`src/rtl/data_sram_slave.sv`:
```
// data_sram_slave
//   Responder end of the data-side SRAM-like interface, sitting between the
//   CPU data port and an on-chip synchronous block RAM. Requests are accepted
//   with data_sram_addr_ok, the RAM is accessed in the accepting cycle, and
//   completions come back in acceptance order on data_sram_data_ok /
//   data_sram_rdata after LATENCY extra cycles.
//
//   Handshake semantics: a request transfers in any cycle where
//   data_sram_req && data_sram_addr_ok. addr_ok is computed from registered
//   state only (never from req). data_sram_data_ok is a one-cycle pulse with
//   no backpressure: the master must take it.
//
// Parameters
//   ADDR_W   RAM word-address width (RAM holds 2^ADDR_W 32-bit words)
//   LATENCY  extra response delay in cycles, 0..7
//   DEPTH    maximum outstanding requests, 1..4
//
// Ports
//   clk, resetn               clock, asynchronous active-low reset
//   data_sram_req/wr/size     request valid, write flag, size (informational)
//   data_sram_wstrb/addr      byte enables, byte address
//   data_sram_wdata           write data
//   data_sram_addr_ok         request accepted this cycle
//   data_sram_data_ok/rdata   completion pulse and read data (0 otherwise)
//   ram_en/we/addr/wdata      RAM access strobe, byte enables, word addr, data
//   ram_rdata                 RAM read data, valid the cycle after ram_en
module data_sram_slave #(
    parameter int ADDR_W  = 14,
    parameter int LATENCY = 0,
    parameter int DEPTH   = 2
) (
    input  logic              clk,
    input  logic              resetn,
    input  logic              data_sram_req,
    input  logic              data_sram_wr,
    input  logic [1:0]        data_sram_size,
    input  logic [3:0]        data_sram_wstrb,
    input  logic [31:0]       data_sram_addr,
    input  logic [31:0]       data_sram_wdata,
    output logic              data_sram_addr_ok,
    output logic              data_sram_data_ok,
    output logic [31:0]       data_sram_rdata,
    output logic              ram_en,
    output logic [3:0]        ram_we,
    output logic [ADDR_W-1:0] ram_addr,
    output logic [31:0]       ram_wdata,
    input  logic [31:0]       ram_rdata
);

    localparam logic [2:0] LAT_INIT = 3'(LATENCY);
    localparam logic [2:0] DEPTH_C  = 3'(DEPTH);
    localparam logic [1:0] LAST_IDX = 2'(DEPTH - 1);

    // Queue storage is sized for the largest legal DEPTH; only the first
    // DEPTH slots are ever addressed because the pointers wrap at DEPTH.
    logic        is_wr_q [4];
    logic [2:0]  cd_q    [4];
    logic [31:0] dat_q   [4];
    logic        vld_q   [4];

    logic [2:0]  count;
    logic [1:0]  head;
    logic [1:0]  tail;

    // A read pushed last cycle has its data on ram_rdata right now.
    logic        cap_pending;
    logic [1:0]  cap_idx;

    logic        hs;
    logic        head_live;
    logic        retire;

    // Size and the ignored address bits carry no behaviour.
    logic        unused_bits;
    assign unused_bits = ^{data_sram_size, data_sram_addr[31:ADDR_W+2], data_sram_addr[1:0]};

    function automatic logic [1:0] next_idx(input logic [1:0] p);
        return (p == LAST_IDX) ? 2'd0 : p + 2'd1;
    endfunction

    assign data_sram_addr_ok = resetn && (count < DEPTH_C);
    assign hs                = data_sram_req && data_sram_addr_ok;

    assign ram_en    = hs;
    assign ram_we    = (hs && data_sram_wr) ? data_sram_wstrb : 4'b0000;
    assign ram_addr  = hs ? data_sram_addr[ADDR_W+1:2] : '0;
    assign ram_wdata = hs ? data_sram_wdata : 32'd0;

    // The head may retire on the very cycle its read data arrives from the
    // RAM (LATENCY = 0), so the live RAM output counts as available data.
    assign head_live = cap_pending && (cap_idx == head);
    assign retire    = (count != 3'd0) && (cd_q[head] == 3'd0) && (vld_q[head] || head_live);

    assign data_sram_data_ok = retire;

    always_comb begin
        data_sram_rdata = 32'd0;
        if (retire && !is_wr_q[head]) begin
            data_sram_rdata = vld_q[head] ? dat_q[head] : ram_rdata;
        end
    end

    always_ff @(posedge clk or negedge resetn) begin
        if (!resetn) begin
            count       <= 3'd0;
            head        <= 2'd0;
            tail        <= 2'd0;
            cap_pending <= 1'b0;
            cap_idx     <= 2'd0;
            for (int i = 0; i < 4; i++) begin
                is_wr_q[i] <= 1'b0;
                cd_q[i]    <= 3'd0;
                dat_q[i]   <= 32'd0;
                vld_q[i]   <= 1'b0;
            end
        end else begin
            for (int i = 0; i < 4; i++) begin
                if (cd_q[i] != 3'd0) begin
                    cd_q[i] <= cd_q[i] - 3'd1;
                end
            end

            if (cap_pending) begin
                dat_q[cap_idx] <= ram_rdata;
                vld_q[cap_idx] <= 1'b1;
            end
            cap_pending <= hs && !data_sram_wr;
            cap_idx     <= tail;

            // Placed after the capture so a push into a slot being captured
            // on the same cycle (DEPTH = 1) takes precedence.
            if (hs) begin
                is_wr_q[tail] <= data_sram_wr;
                cd_q[tail]    <= LAT_INIT;
                dat_q[tail]   <= 32'd0;
                vld_q[tail]   <= data_sram_wr;
                tail          <= next_idx(tail);
            end

            if (retire) begin
                head <= next_idx(head);
            end

            case ({hs, retire})
                2'b10:   count <= count + 3'd1;
                2'b01:   count <= count - 3'd1;
                default: count <= count;
            endcase
        end
    end

endmodule
```
`config.mk`:
```
export PLATFORM = sky130hd
export DESIGN_NAME = data_sram_slave
export DESIGN_NICKNAME = d
export VERILOG_FILES = /design/src/rtl/data_sram_slave.sv
export SDC_FILE = /design/constraint.sdc
export NUM_CORES = 1
export LEC_CHECK = 0
export BUFFER_PORTS_ARGS = -buffer_cell sky130_fd_sc_hd__buf_2
export CORE_AREA = 2 2 133 135
export DETAILED_ROUTE_END_ITERATION = 10
export DIE_AREA = 0 0 135 137
export MAX_ROUTING_LAYER = met4
export PLACE_DENSITY = 0.74
export SYNTH_ARGS = -nofsm -noshare
export SYNTH_HDL_FRONTEND = slang
export SYNTH_SLANG_ARGS = --single-unit
```
`constraint.sdc`:
```
create_clock -name clk -period 3 [get_ports clk]
set_input_delay 0.3 -clock clk [delete_from_list [all_inputs] [get_ports clk]]
set_output_delay 0.3 -clock clk [all_outputs]
set_load 0.03 [all_outputs]
```
Word level (Yosys, flattened, before mapping) --
Cells that the tools add are included.
Storage, ports and cells: flip-flop bits (word level) 158, logic and storage cells 110
Cells by class: order comparisons 6, reductions and logical operators 20, bitwise logic cells 8, equality and inequality tests 5, mux-type cells 42, add/subtract/negate cells 8
Operators by type and width (count):
- $mux 128 | 2
- $mux 32 | 7
- $and 128x128->128 | 1
- $bwmux 128 | 1
- $demux 32 s2 | 2
- $not 128->128 | 1
- $bmux 32 s2 | 1
- $mux 3 | 7
- $reduce_bool 3->1 | 5
- $sub 3x1->3 const B | 5
- $mux 14 | 1
- $and 12x12->12 | 1
- $mux 12 | 1
- $mux 4 | 3
- $not 12->12 | 1
- $logic_and 1x1->1 | 10
- $ge 3x3->1 const B | 3
- $not 2->3 | 3
- $bwmux 4 | 2
- $bmux 3 s2 | 1
- $demux 3 s2 | 1
- $eq 2x1->1 const B | 3
- $lt 3x1->1 const B | 2
- $mux 1 | 6
- other kinds (14) | 19

Logic depth before layout (Yosys ltp) --
Gate-level depths: netlist of the first run.
word-level depth 9, depth in mapped cells 10, depth with buffers taken out 9

Least setup slack after synthesis of the first run --
No wires, ideal clock.
path kind register -> register, from reg cd_q[3] (netlist bit), to reg count[2], clock period less this slack 3534 ps, stages on the path, launching flop included 10, arrival 3454 ps, required time 2921 ps, path slack -534 ps, path through dfrtp_1 -> or4_4 -> and3_1 -> nor4_1 -> ha_1 -> inv_1 -> fa_1 -> xor2_1 -> nor2_1 -> xor2_1
On the way: word-level cells in the longest chain between the ends 8, elaborated cells on any way between the ends 10, classes of those cells eq/ne: 2; mux: 4; reduce/logical: 4
Ends and longest elaborated chain:
- from (decl) | RTL line 57 | logic [2:0] cd_q [4];
- from (signal, indexed assignment) | RTL line 119 | cd_q[i] <= cd_q[i] - 3'd1;
- $bmux 3 s2 * | RTL line 92 | assign retire = (count != 3'd0) && (cd_q[head] == 3'd0) && (vld_q[head] || head_live);
- $mux 3 (implied by the code) * (2 in series) | RTL line 92
- $logic_not 3->1 * | RTL line 92
- $logic_and 1x1->1 * (2 in series) | RTL line 92
- via data_sram_data_ok | RTL line 41 | output logic data_sram_data_ok,
- $eq 2x1->1 / $eq 2x2->1 (equally long branches) | RTL line 144 | case ({hs, retire})
- $pmux 3 s2 / $reduce_bool 2->1 (equally long branches)
- to (signal assigned) | RTL line 145 | 2'b10: count <= count + 3'd1;
- to (signal assigned) | RTL line 146 | 2'b01: count <= count - 3'd1;
- to (signal assigned) | RTL line 147 | default: count <= count;
- to (decl) | RTL line 61 | logic [2:0] count;
Mark *: on every way through the listed nets, which the timed path passes. The rest lies on a longest branch. The select of a mux whose other input is x is not followed. A chain may end at the register's enable or synchronous reset.

Worst setup path after layout of the first run --
from reg head[0], to out data_sram_rdata[25]
On the way: word-level cells in the longest chain between the ends 9, elaborated cells on any way between the ends 23, classes of those cells eq/ne: 1; mux: 14; bitwise: 1; reduce/logical: 7
Ends and longest elaborated chain:
- from (decl) | RTL line 62 | logic [1:0] head;
- from (signal assigned) | RTL line 141 | head <= next_idx(head);
- $not 2->3 (implied by the code) | RTL line 92, 98, 99
- $bmux 3 s2 | RTL line 92
- $mux 3 (implied by the code) (2 in series) | RTL line 92
- $logic_not 3->1 | RTL line 92
- $logic_and 1x1->1 (2 in series) | RTL line 92
- $logic_and 1x1->1 | RTL line 98 | if (retire && !is_wr_q[head]) begin
- $mux 32 * | RTL line 98
- to (decl) | RTL line 42 | output logic [31:0] data_sram_rdata,
Mark *: on every way between the ends. The rest lies on a longest branch, timed or not. The select of a mux whose other input is x is not followed.

==> results of run 1 <==
==> state kept, by name, summed over array words and instances (netlist names) <==
register     count
head             2
tail             2
vld_q            4
cap_pending      1
is_wr_q          4
dat_q          128
cd_q            12
cap_idx          2
count            3
==> layout make-up <==
class	count	area, sq um
clock buffer	19	453
clock inverter	13	211
fill	1428	6700
inverter	23	86.3
multi-input combinational	627	4120
sequential	158	3960
tap	225	282
timing repair buffer	207	1240
==> worst max-delay path, cell delays in order, from the launching register on <==
cell	delay, ns
dfrtp_2	0.47
or4_4	0.50
and3_4	0.22
or3_2	0.56
buf_4	0.17
nor3_2	0.14
clkbuf_4	0.21
==> cells in the final DEF, fill, tap and decap left out, types with 2 or more instances in the layout <==
master,instances
nand2_1,262
dfrtp_1,157
buf_2,151
a21oi_1,131
and2_1,46
buf_4,43
mux2i_1,33
nor3_2,28
inv_1,23
nor2_1,20
mux4_4,18
clkbuf_16,18
mux4_2,16
ha_1,12
o21ai_0,9
and3_1,7
xor2_1,6
xnor2_1,5
bufinv_16,5
buf_6,5
nor3_4,4
clkbuf_4,4
nor2b_1,3
nor3_1,3
clkinvlp_4,3
or2_2,2
nor4_4,2
clkinv_4,2
clkbuf_8,2
clkinv_2,2
buf_12,2
==> power by group <==
group / internal (mW) / total, mW / switching (mW)
clock network: 1.53 / 2.41 / 0.886
logic: 1.48 / 3.44 / 1.96
registers: 2.52 / 2.80 / 0.280
==> cell usage after synthesis (3+ instances only) <==
cell type  count  share of area
nand2_1      262           0.12
dfrtp_1      158           0.47
a21oi_1      131          0.078
clkbuf_1      53          0.024
and2_1        46          0.034
mux2i_1       33          0.039
nor3_2        28          0.033
inv_1         23          0.010
nor2_1        21         0.0094
mux4_4        18          0.054
mux4_2        16          0.043
ha_1          12          0.018
o21ai_0        9         0.0054
and3_1         8         0.0060
buf_2          8         0.0048
buf_6          8          0.011
xor2_1         6         0.0063
nor3_1         5         0.0030
xnor2_1        5         0.0052
nor2b_1        3         0.0022
==> logic make-up after synthesis <==
group	Yosys count
flops	158
compound gates	145
mux	67
buf+inv	95
xor+xnor	11
fa+ha+maj	13
simple gates	390
==> worst min-delay path by stage <==
stage	start	slack [ns]	end
floorplan	resetn	0.004	cap_idx[0]
global placement	tail[0]	0.45	cap_idx[0]
detailed placement	tail[0]	0.46	cap_idx[0]
CTS	ram_rdata[23]	0.14	dat_q[87]
global route	ram_rdata[4]	0.15	dat_q[4]
finish	resetn	0.12	count[1]
==> repair_timing <==
action | CTS | global route
setup endpoints to repair | 32 | 29
setup buffers | 0 | 6
hold buffers | 0 | 0
pin swaps | 1 | 2
gates cloned | 0 | 2
resized for setup | 7 | 39
==> metrics by stage <==
step                std cells  hold slack [ns]  TNS (ns)   util  instance area [sq um]
global placement         1232            0.454         0  0.557                   9500
finish                   1272            0.120         0  0.607                  10400
CTS                      1264            0.136         0  0.597                  10200
detailed placement       1232            0.460         0  0.557                   9500
global route             1272            0.146   -0.0785  0.607                  10400
floorplan                 879          0.00441         0      -                   8420
==> metal layers <==
layer  vias up  wire length (microns)  GRT usage
li1       3242                      -          -
met1      3396                   9300      0.333
met2       263                  11700      0.429
met3        22                   1440     0.0400
met4         0                    280     0.0718
met5         -                      0          -
==> impl_metrics.py, run 1 <==
metrics = {
    "grt": {
        "grt_antenna_before_repair": 0,
        "grt_usage": 0.258,
        "grt_start_max_net_pins": 81,
        "grt_pass1_vias": 6692,
        "grt-ovfl-total": 0,
        "grt_pass1_wl_microns": 35800,
    },
    "logic_synthesis": {
        "synth_edf_count": 0,
        "ys.flop_type": "dfrtp_1",
        "ys_seq_elements": 158,
        "synthMuxAreaShare": 0.136,
        "synth_top_family_by_area": "simple AND/OR/NAND/NOR gates",
        "yosys.area_share.adder": 0.0203,
        "synthCells": 879,
        "synth_xor_area_frac": 0.0115,
        "synth_nets": 998,
        "syn_area_sq_mm": 0.00840,
        "post_synth.cell_area_avg_sq_um": 9.56,
        "ys.warnings.count": 0,
        "ys_seq_area_frac": 0.471,
        "synth_compound_area_frac": 0.0879,
        "yosys.area_share.simple": 0.223,
        "ys_async_sr_fraction": 1.00,
        "ys_types": 41,
    },
    "setup_path": {
        "ff2ff_path_depth": 9,
        "r2r_start": "head[0]",
        "crit_start": "head[0]",
        "critPathMaxFanout": 7,
        "r2r_slack_ns": 0.37,
        "cp.required_ns": 2.70,
        "end_kind": "primary output",
        "critical_path_arrival_ns": 2.68,
        "startpoint_type": "register",
        "rr_endpoint": "count[2]",
        "crit_end": "data_sram_rdata[25]",
        "crit_type": "register to primary output",
    },
    "timing": {
        "skew_ns": 0.00889,
        "setup_viol": 0,
        "setup_ws_ns": 0.0181,
        "worst_pin_slew_ns": 1.03,
        "min_period_ns": 2.98,
        "hold_viol": 0,
        "fmax_mhz": 335,
        "period_share": 0.994,
        "slew_viol_final": 0,
        "slew_headroom": 0.315,
        "rsz0062_at_grt": "true",
    },
    "clock_network": {
        "tritoncts": "built",
        "clk_pin_slew_worst_paths_ns": 0.06,
        "root_buffer": "clkbuf_16",
        "cts_buffers": 17,
        "clk_latency_ns": 0.43,
        "clkSinkCount": 158,
        "clockBufferDepth": 2,
        "cts-htree-levels": 4,
    },
    "routing": {
        "wirelength_microns": 22700,
        "dr.pass1.iters": 5,
        "viasPerCell": 5.44,
        "antenna_left": 0,
        "wl_per_cell_microns": 17.8,
        "drtIter0Drc": 438,
        "drc": 0,
        "vias": 6923,
    },
    "power_and_ir_drop": {
        "ir_drop_uv": 596,
        "finalPower_mw": 8.66,
        "leakage_nw": 4.96,
        "power_density_mw_per_mm2": 836,
    },
    "finish": {
        "syn_to_final_growth_pct": 23.3,
        "antennaDiodeCount": 0,
        "nNetsFinal": 1153,
        "drive_gt1_frac": 0.306,
    },
    "place": {
        "portBuffers": 170,
        "dp_hpwl_microns": 14000,
        "place.gp.congestion": 0.818,
        "place_ws_ns": 0.190,
    },
    "die": {
        "die_h_microns": 137,
        "die_area_sq_mm": 0.0185,
        "start_util": 0.493,
        "core-area_sq_mm": 0.0171,
        "rows": 48,
        "boundaryPins": 191,
        "die_w_microns": 135,
    },
    "run_status": {
        "status": "finished clean",
    },
    "job": {
        "maxCapViolations": 0,
    },
    "worst_hold_path": {
        "hp-class": "primary input to async pin",
    },
}
(Power assumes the default switching activity.)
==> inputs of run 2 (changes only) <==
PLACE_DENSITY = 0.82   (was 0.74)
==> run 2 against run 1 <==
  * Routed wire length fell by 1.7%
  * Largest power group unchanged
  * Cell area shrank 2.3%
  * Critical endpoint is now data_sram_rdata[6]
  * Hold slack gained 0.026 ns
  * Clock power down 13%
  * Non-clock buffer count shrank 9
  * Cell count fell by 0.79%
  * Worst setup slack gained 0.083 ns
  * Via count grew 0.79%
  * Critical path depth is the same
  * Flip-flop and latch count stayed put
  * Global-route usage is 0.47 points higher
  * Register-to-register slack got worse by 0.20 ns
==> impl_metrics.py, run 2 (synthesis results as in run 1) <==
metrics = {
    "run_status": {
        "status": "finished clean",
    },
    "grt": {
        "grt_pass1_wl_microns": 36500,
        "grt_usage": 0.263,
        "grt_pass1_vias": 6970,
        "grt_antenna_before_repair": 0,
        "grt_start_max_net_pins": 81,
        "grt-ovfl-total": 0,
    },
    "timing": {
        "hold_viol": 0,
        "slew_headroom": 0.333,
        "slew_viol_final": 0,
        "worst_pin_slew_ns": 1.00,
        "skew_ns": 0.00972,
        "fmax_mhz": 345,
        "period_share": 0.966,
        "min_period_ns": 2.90,
        "setup_viol": 0,
    },
    "finish": {
        "nFillCells": 1435,
        "layout_common_cells": "nand2_1, dfrtp_1, buf_2",
        "drive_gt1_frac": 0.297,
        "multi_input_comb_area_sq_mm": 0.00408,
        "seqCellArea_sq_mm": 0.00396,
        "nNetsFinal": 1143,
        "top_register": "dat_q",
        "fin_cells": 1262,
        "final_area_sq_mm": 0.0101,
        "layout_commonest_cell": "nand2_1",
        "antennaDiodeCount": 0,
        "largest_reg_flops": 128,
        "reg.largest.list": "dat_q (128), cd_q (12)",
        "syn_to_final_growth_pct": 20.4,
    },
    "clock_network": {
        "clockBufferDepth": 2,
        "root_buffer": "clkbuf_16",
        "tritoncts": "built",
        "clk_pin_slew_worst_paths_ns": 0.06,
        "cts_buffers": 17,
        "clk_latency_ns": 0.43,
        "cts-htree-levels": 4,
        "clkSinkCount": 158,
    },
    "die": {
        "core-area_sq_mm": 0.0171,
        "die_area_sq_mm": 0.0185,
        "start_util": 0.493,
        "rows": 48,
        "boundaryPins": 191,
        "die_w_microns": 135,
        "die_h_microns": 137,
    },
    "power_and_ir_drop": {
        "leakage_nw": 4.84,
        "power_density_mw_per_mm2": 806,
        "ir_drop_uv": 648,
    },
    "setup_path": {
        "path_cells": "or4b_4 > and3_1 > or3_4 > buf_6 > nor3_2 > buf_2",
        "end_kind": "primary output",
        "cp.required_ns": 2.70,
        "crit_family": "simple AND/OR/NAND/NOR gates",
        "max_stage_delay_ns": 0.56,
        "crit_slowest_cell": "or4b_4",
        "crit_type": "register to primary output",
        "critical_path_arrival_ns": 2.60,
        "startpoint_type": "register",
        "crit_buf_inv": 2,
        "critPathMaxFanout": 17,
    },
    "routing": {
        "wirelength_microns": 22300,
        "drtIter0Drc": 591,
        "antenna_left": 0,
        "drc": 0,
        "viasPerCell": 5.53,
        "dr.pass1.iters": 5,
        "wl_per_cell_microns": 17.7,
        "vias": 6978,
    },
    "place": {
        "place_area_sq_mm": 0.00945,
        "portBuffers": 170,
        "place.gp.congestion": 0.835,
        "dp_cells": 1229,
        "dp_hpwl_microns": 14200,
    },
    "job": {
        "maxCapViolations": 0,
    },
    "worst_hold_path": {
        "hp-class": "primary input to register",
    },
}
run 2: changes by cell type in the layout (fill, tap and decap cells not counted), sizes merged:
cell	previous run	this run
buf	202	197
bufinv	5	1
clkbuf	24	20
clkinv	4	3
clkinvlp	3	5
dlygate4sd3	0	1
inv	24	26
or3	2	1
run 2: layer usage:
layer / track usage / up-vias / routed length, microns
met3: 0.0630 / 38 / 1780
met2: 0.420 / 318 / 11300
met5: - / - / 0
met1: 0.331 / 3405 / 8770
met4: 0.0926 / 0 / 397
li1: - / 3217 / -
run 2: metrics by stage:
stage                     hold WS, ns  utilization  setup TNS, ns  setup slack (ns)  total power [mW]
final                           0.146        0.593              0             0.101              8.16
after global routing            0.140        0.593         -0.143           -0.0233              8.60
after CTS                       0.135        0.593              0            0.0132              8.19
after detailed placement        0.212        0.554              0             0.163              6.00
after global placement          0.207        0.554              0             0.330              5.88
after floorplan               0.00441            -              0             0.170              5.27
run 2: cell type report:
cell class | count | share of cell area
flip-flops and latches | 158 | 0.391
well taps | 225 | 0.0278
multi-input cells | 626 | 0.404
repair buffers | 198 | 0.112
inverters | 23 | 0.00853
clock buffers | 20 | 0.0461
clock inverters | 12 | 0.0108
run 2: what timing repair did:
item	in CTS	in global routing
hold endpoints to repair	32	0
hold buffers	1	0
setup buffers	0	0
setup endpoints to repair	32	32
gates cloned	0	0
pin swaps	0	0
resized for setup	25	2
run 2: tightest hold or removal path, delay by kind of cell:
kind,cells,cell delay [ns]
simple gates,1,0.06
compound gates,1,0.05
buf+inv,1,0.13
run 2: power by group:
group	internal [mW]	leakage [nW]	switching (mW)	total, mW
Sequential	2.52	1.78	0.269	2.79
Combinational	1.36	2.79	1.91	3.27
Clock	1.21	0.271	0.887	2.10
run 2: path summary, 6_finish.rpt:
check,to,slack (ns),cells past startpoint,from
setup / recovery,data_sram_rdata[6],0.10,6,cd_q[0]
hold / removal,dat_q[116],0.15,3,ram_rdata[20]
setup reg to reg,count[2],0.17,9,cd_q[0]
hold reg to reg,cap_idx[0],0.47,0,tail[0]
max in group asynchronous,dat_q[10],1.35,3,resetn
min in group asynchronous,dat_q[125],0.32,2,resetn
==> inputs of run 3 (changes only) <==
CELL_PAD_IN_SITES_DETAIL_PLACEMENT = 1   (was default)
CELL_PAD_IN_SITES_GLOBAL_PLACEMENT = 2   (was default)
CORE_AREA = 2 2 163 165   (was 2 2 133 135)
DIE_AREA = 0 0 165 167   (was 0 0 135 137)
PLACE_DENSITY = 0.87   (was 0.82)
SKIP_CTS_REPAIR_TIMING = 1   (was default)
==> run 3 against run 2 <==
  * The run now ends with hold timing left
  * Critical path depth is the same
  * Cell count increased by 9.0%
  * Largest power group unchanged
  * Highest routed layer unchanged
  * Maximum frequency fell by 0.92%
==> impl_metrics.py, run 3 (synthesis results as in run 1) <==
metrics = {
    "timing": {
        "period_share": 0.975,
        "skew_ns": 0.0108,
        "slew_headroom": 0.313,
        "worst_hold_slack_ns": -0.0121,
        "fmax_mhz": 342,
        "setup_viol": 0,
        "slew_viol_final": 0,
        "finalSetupTns_ns": 0,
        "rsz0062_at_grt": "false",
        "hold_viol": 5,
        "min_period_ns": 2.93,
        "setup_ws_ns": 0.0740,
        "worst_pin_slew_ns": 1.03,
    },
    "finish": {
        "top_register": "dat_q",
        "nNetsFinal": 1148,
        "reg.largest.list": "dat_q (128), cd_q (12)",
        "syn_to_final_growth_pct": 23.8,
        "antennaDiodeCount": 0,
        "seqCellArea_sq_mm": 0.00396,
        "layout_common_cells": "nand2_1, dfrtp_1, buf_2",
        "multi_input_comb_area_sq_mm": 0.00409,
        "nFillCells": 2933,
        "layout_commonest_cell": "nand2_1",
        "fin_cells": 1376,
        "largest_reg_flops": 128,
        "final_area_sq_mm": 0.0104,
        "drive_gt1_frac": 0.302,
    },
    "routing": {
        "antenna_left": 0,
        "wl_per_cell_microns": 19.6,
        "vias": 7003,
        "viasPerCell": 5.09,
        "drc": 0,
        "wirelength_microns": 27000,
        "drtIter0Drc": 448,
        "dr.pass1.iters": 5,
    },
    "setup_path": {
        "rr_endpoint": "count[2]",
        "ff2ff_path_depth": 9,
        "critical_path_arrival_ns": 2.63,
        "r2r_start": "cd_q[0]",
        "crit_family": "simple AND/OR/NAND/NOR gates",
        "cp.required_ns": 2.70,
        "crit_type": "register to primary output",
        "path_cells": "or4b_4 > and3_2 > or3_4 > clkbuf_16 > nor3_2 > buf_4",
        "end_kind": "primary output",
        "max_stage_delay_ns": 0.56,
        "crit_slowest_cell": "or4b_4",
        "crit_buf_inv": 2,
        "startpoint_type": "register",
        "critPathMaxFanout": 13,
        "r2r_slack_ns": 0.26,
    },
    "place": {
        "place.gp.congestion": 0.756,
        "place_ws_ns": 0.289,
        "place_area_sq_mm": 0.00963,
        "portBuffers": 170,
        "dp_cells": 1341,
        "dp_hpwl_microns": 16500,
    },
    "grt": {
        "met1_usage": 0.252,
        "top_usage_layer": "met2",
        "grt_pass1_wl_microns": 42200,
        "grt_antenna_before_repair": 0,
        "grt_use_met2": 0.347,
        "met3_usage": 0.0411,
        "grt_usage": 0.205,
        "grt_start_max_net_pins": 159,
        "grt-ovfl-total": 0,
        "grt_pass1_vias": 7562,
    },
    "clock_network": {
        "root_buffer": "clkbuf_16",
        "tritoncts": "built",
        "cts_buffers": 17,
        "clkSinkCount": 158,
        "clk_latency_ns": 0.44,
        "cts-htree-levels": 4,
        "clk_pin_slew_worst_paths_ns": 0.07,
        "clockBufferDepth": 2,
    },
    "die": {
        "die_h_microns": 167,
        "rows": 59,
        "boundaryPins": 191,
        "start_util": 0.326,
        "die_w_microns": 165,
        "core-area_sq_mm": 0.0258,
        "die_area_sq_mm": 0.0276,
    },
    "run_status": {
        "violations": "hold timing",
        "status": "finished with violations",
    },
    "power_and_ir_drop": {
        "leakage_nw": 4.91,
        "ir_drop_uv": 745,
        "power_density_mw_per_mm2": 826,
    },
    "job": {
        "maxCapViolations": 0,
    },
    "worst_hold_path": {
        "hp-class": "primary input to async pin",
    },
}
[run 3: cell types whose count changed in the layout (fill, tap and decap cells not counted), sizes merged]
cell,change
bufinv,+2
dlygate4sd3,-1
clkbuf,+6
clkinvlp,-4
clkinv,+1
[run 3: through the flow]
stage	util	power, mW
finish	0.404	8.59
global route	0.404	9.05
CTS	0.397	8.45
detailed placement	0.374	6.13
global placement	0.374	6.03
floorplan	-	5.27
[run 3: per-layer routing]
layer	up-vias	wire length (microns)
met5	-	0
met4	0	350
met3	33	1380
met2	152	13900
met1	3593	11400
li1	3225	-
[run 3: worst max-delay path by stage]
| stage | from | endpoint | slack [ns] | cells after the start |
|---|---|---|---|---|
| 6_report | cd_q[0] | data_sram_rdata[3] | 0.07 | 6 |
| 5_1_grt | cd_q[0] | data_sram_rdata[3] | 0.04 | 6 |
| 4_1_cts | head[0] | data_sram_rdata[9] | -0.15 | 6 |
| 3_5_place_dp | cd_q[0] | count[2] | 0.29 | 9 |
| 3_3_place_gp | cd_q[0] | count[2] | 0.33 | 9 |
| 2_1_floorplan | cd_q[3] | count[2] | 0.17 | 9 |
[run 3: area by class of cell]
type,count,share of cell area
Multi-Input combinational cell,626,0.393
Inverter,23,0.00830
Sequential cell,158,0.381
Clock inverter,11,0.0149
Tap cell,335,0.0403
Clock buffer,20,0.0439
Timing Repair Buffer,203,0.119
[run 3: where the power goes]
part,leakage [nW],switching [mW],internal [mW]
logic,2.83,2.04,1.45
registers,1.78,0.280,2.52
clock network,0.297,0.937,1.36
total,4.91,3.26,5.33
[run 3: worst register-to-register path, delay by kind of cell (launching register included)]
| kind | cells | cell delay [ns] |
|---|---|---|
| AND/OR/NAND/NOR | 4 | 1.27 |
| adder cells (fa/ha/maj) | 2 | 0.63 |
| flip-flops | 1 | 0.41 |
| XOR/XNOR | 2 | 0.29 |
| buffers and inverters | 1 | 0.07 |
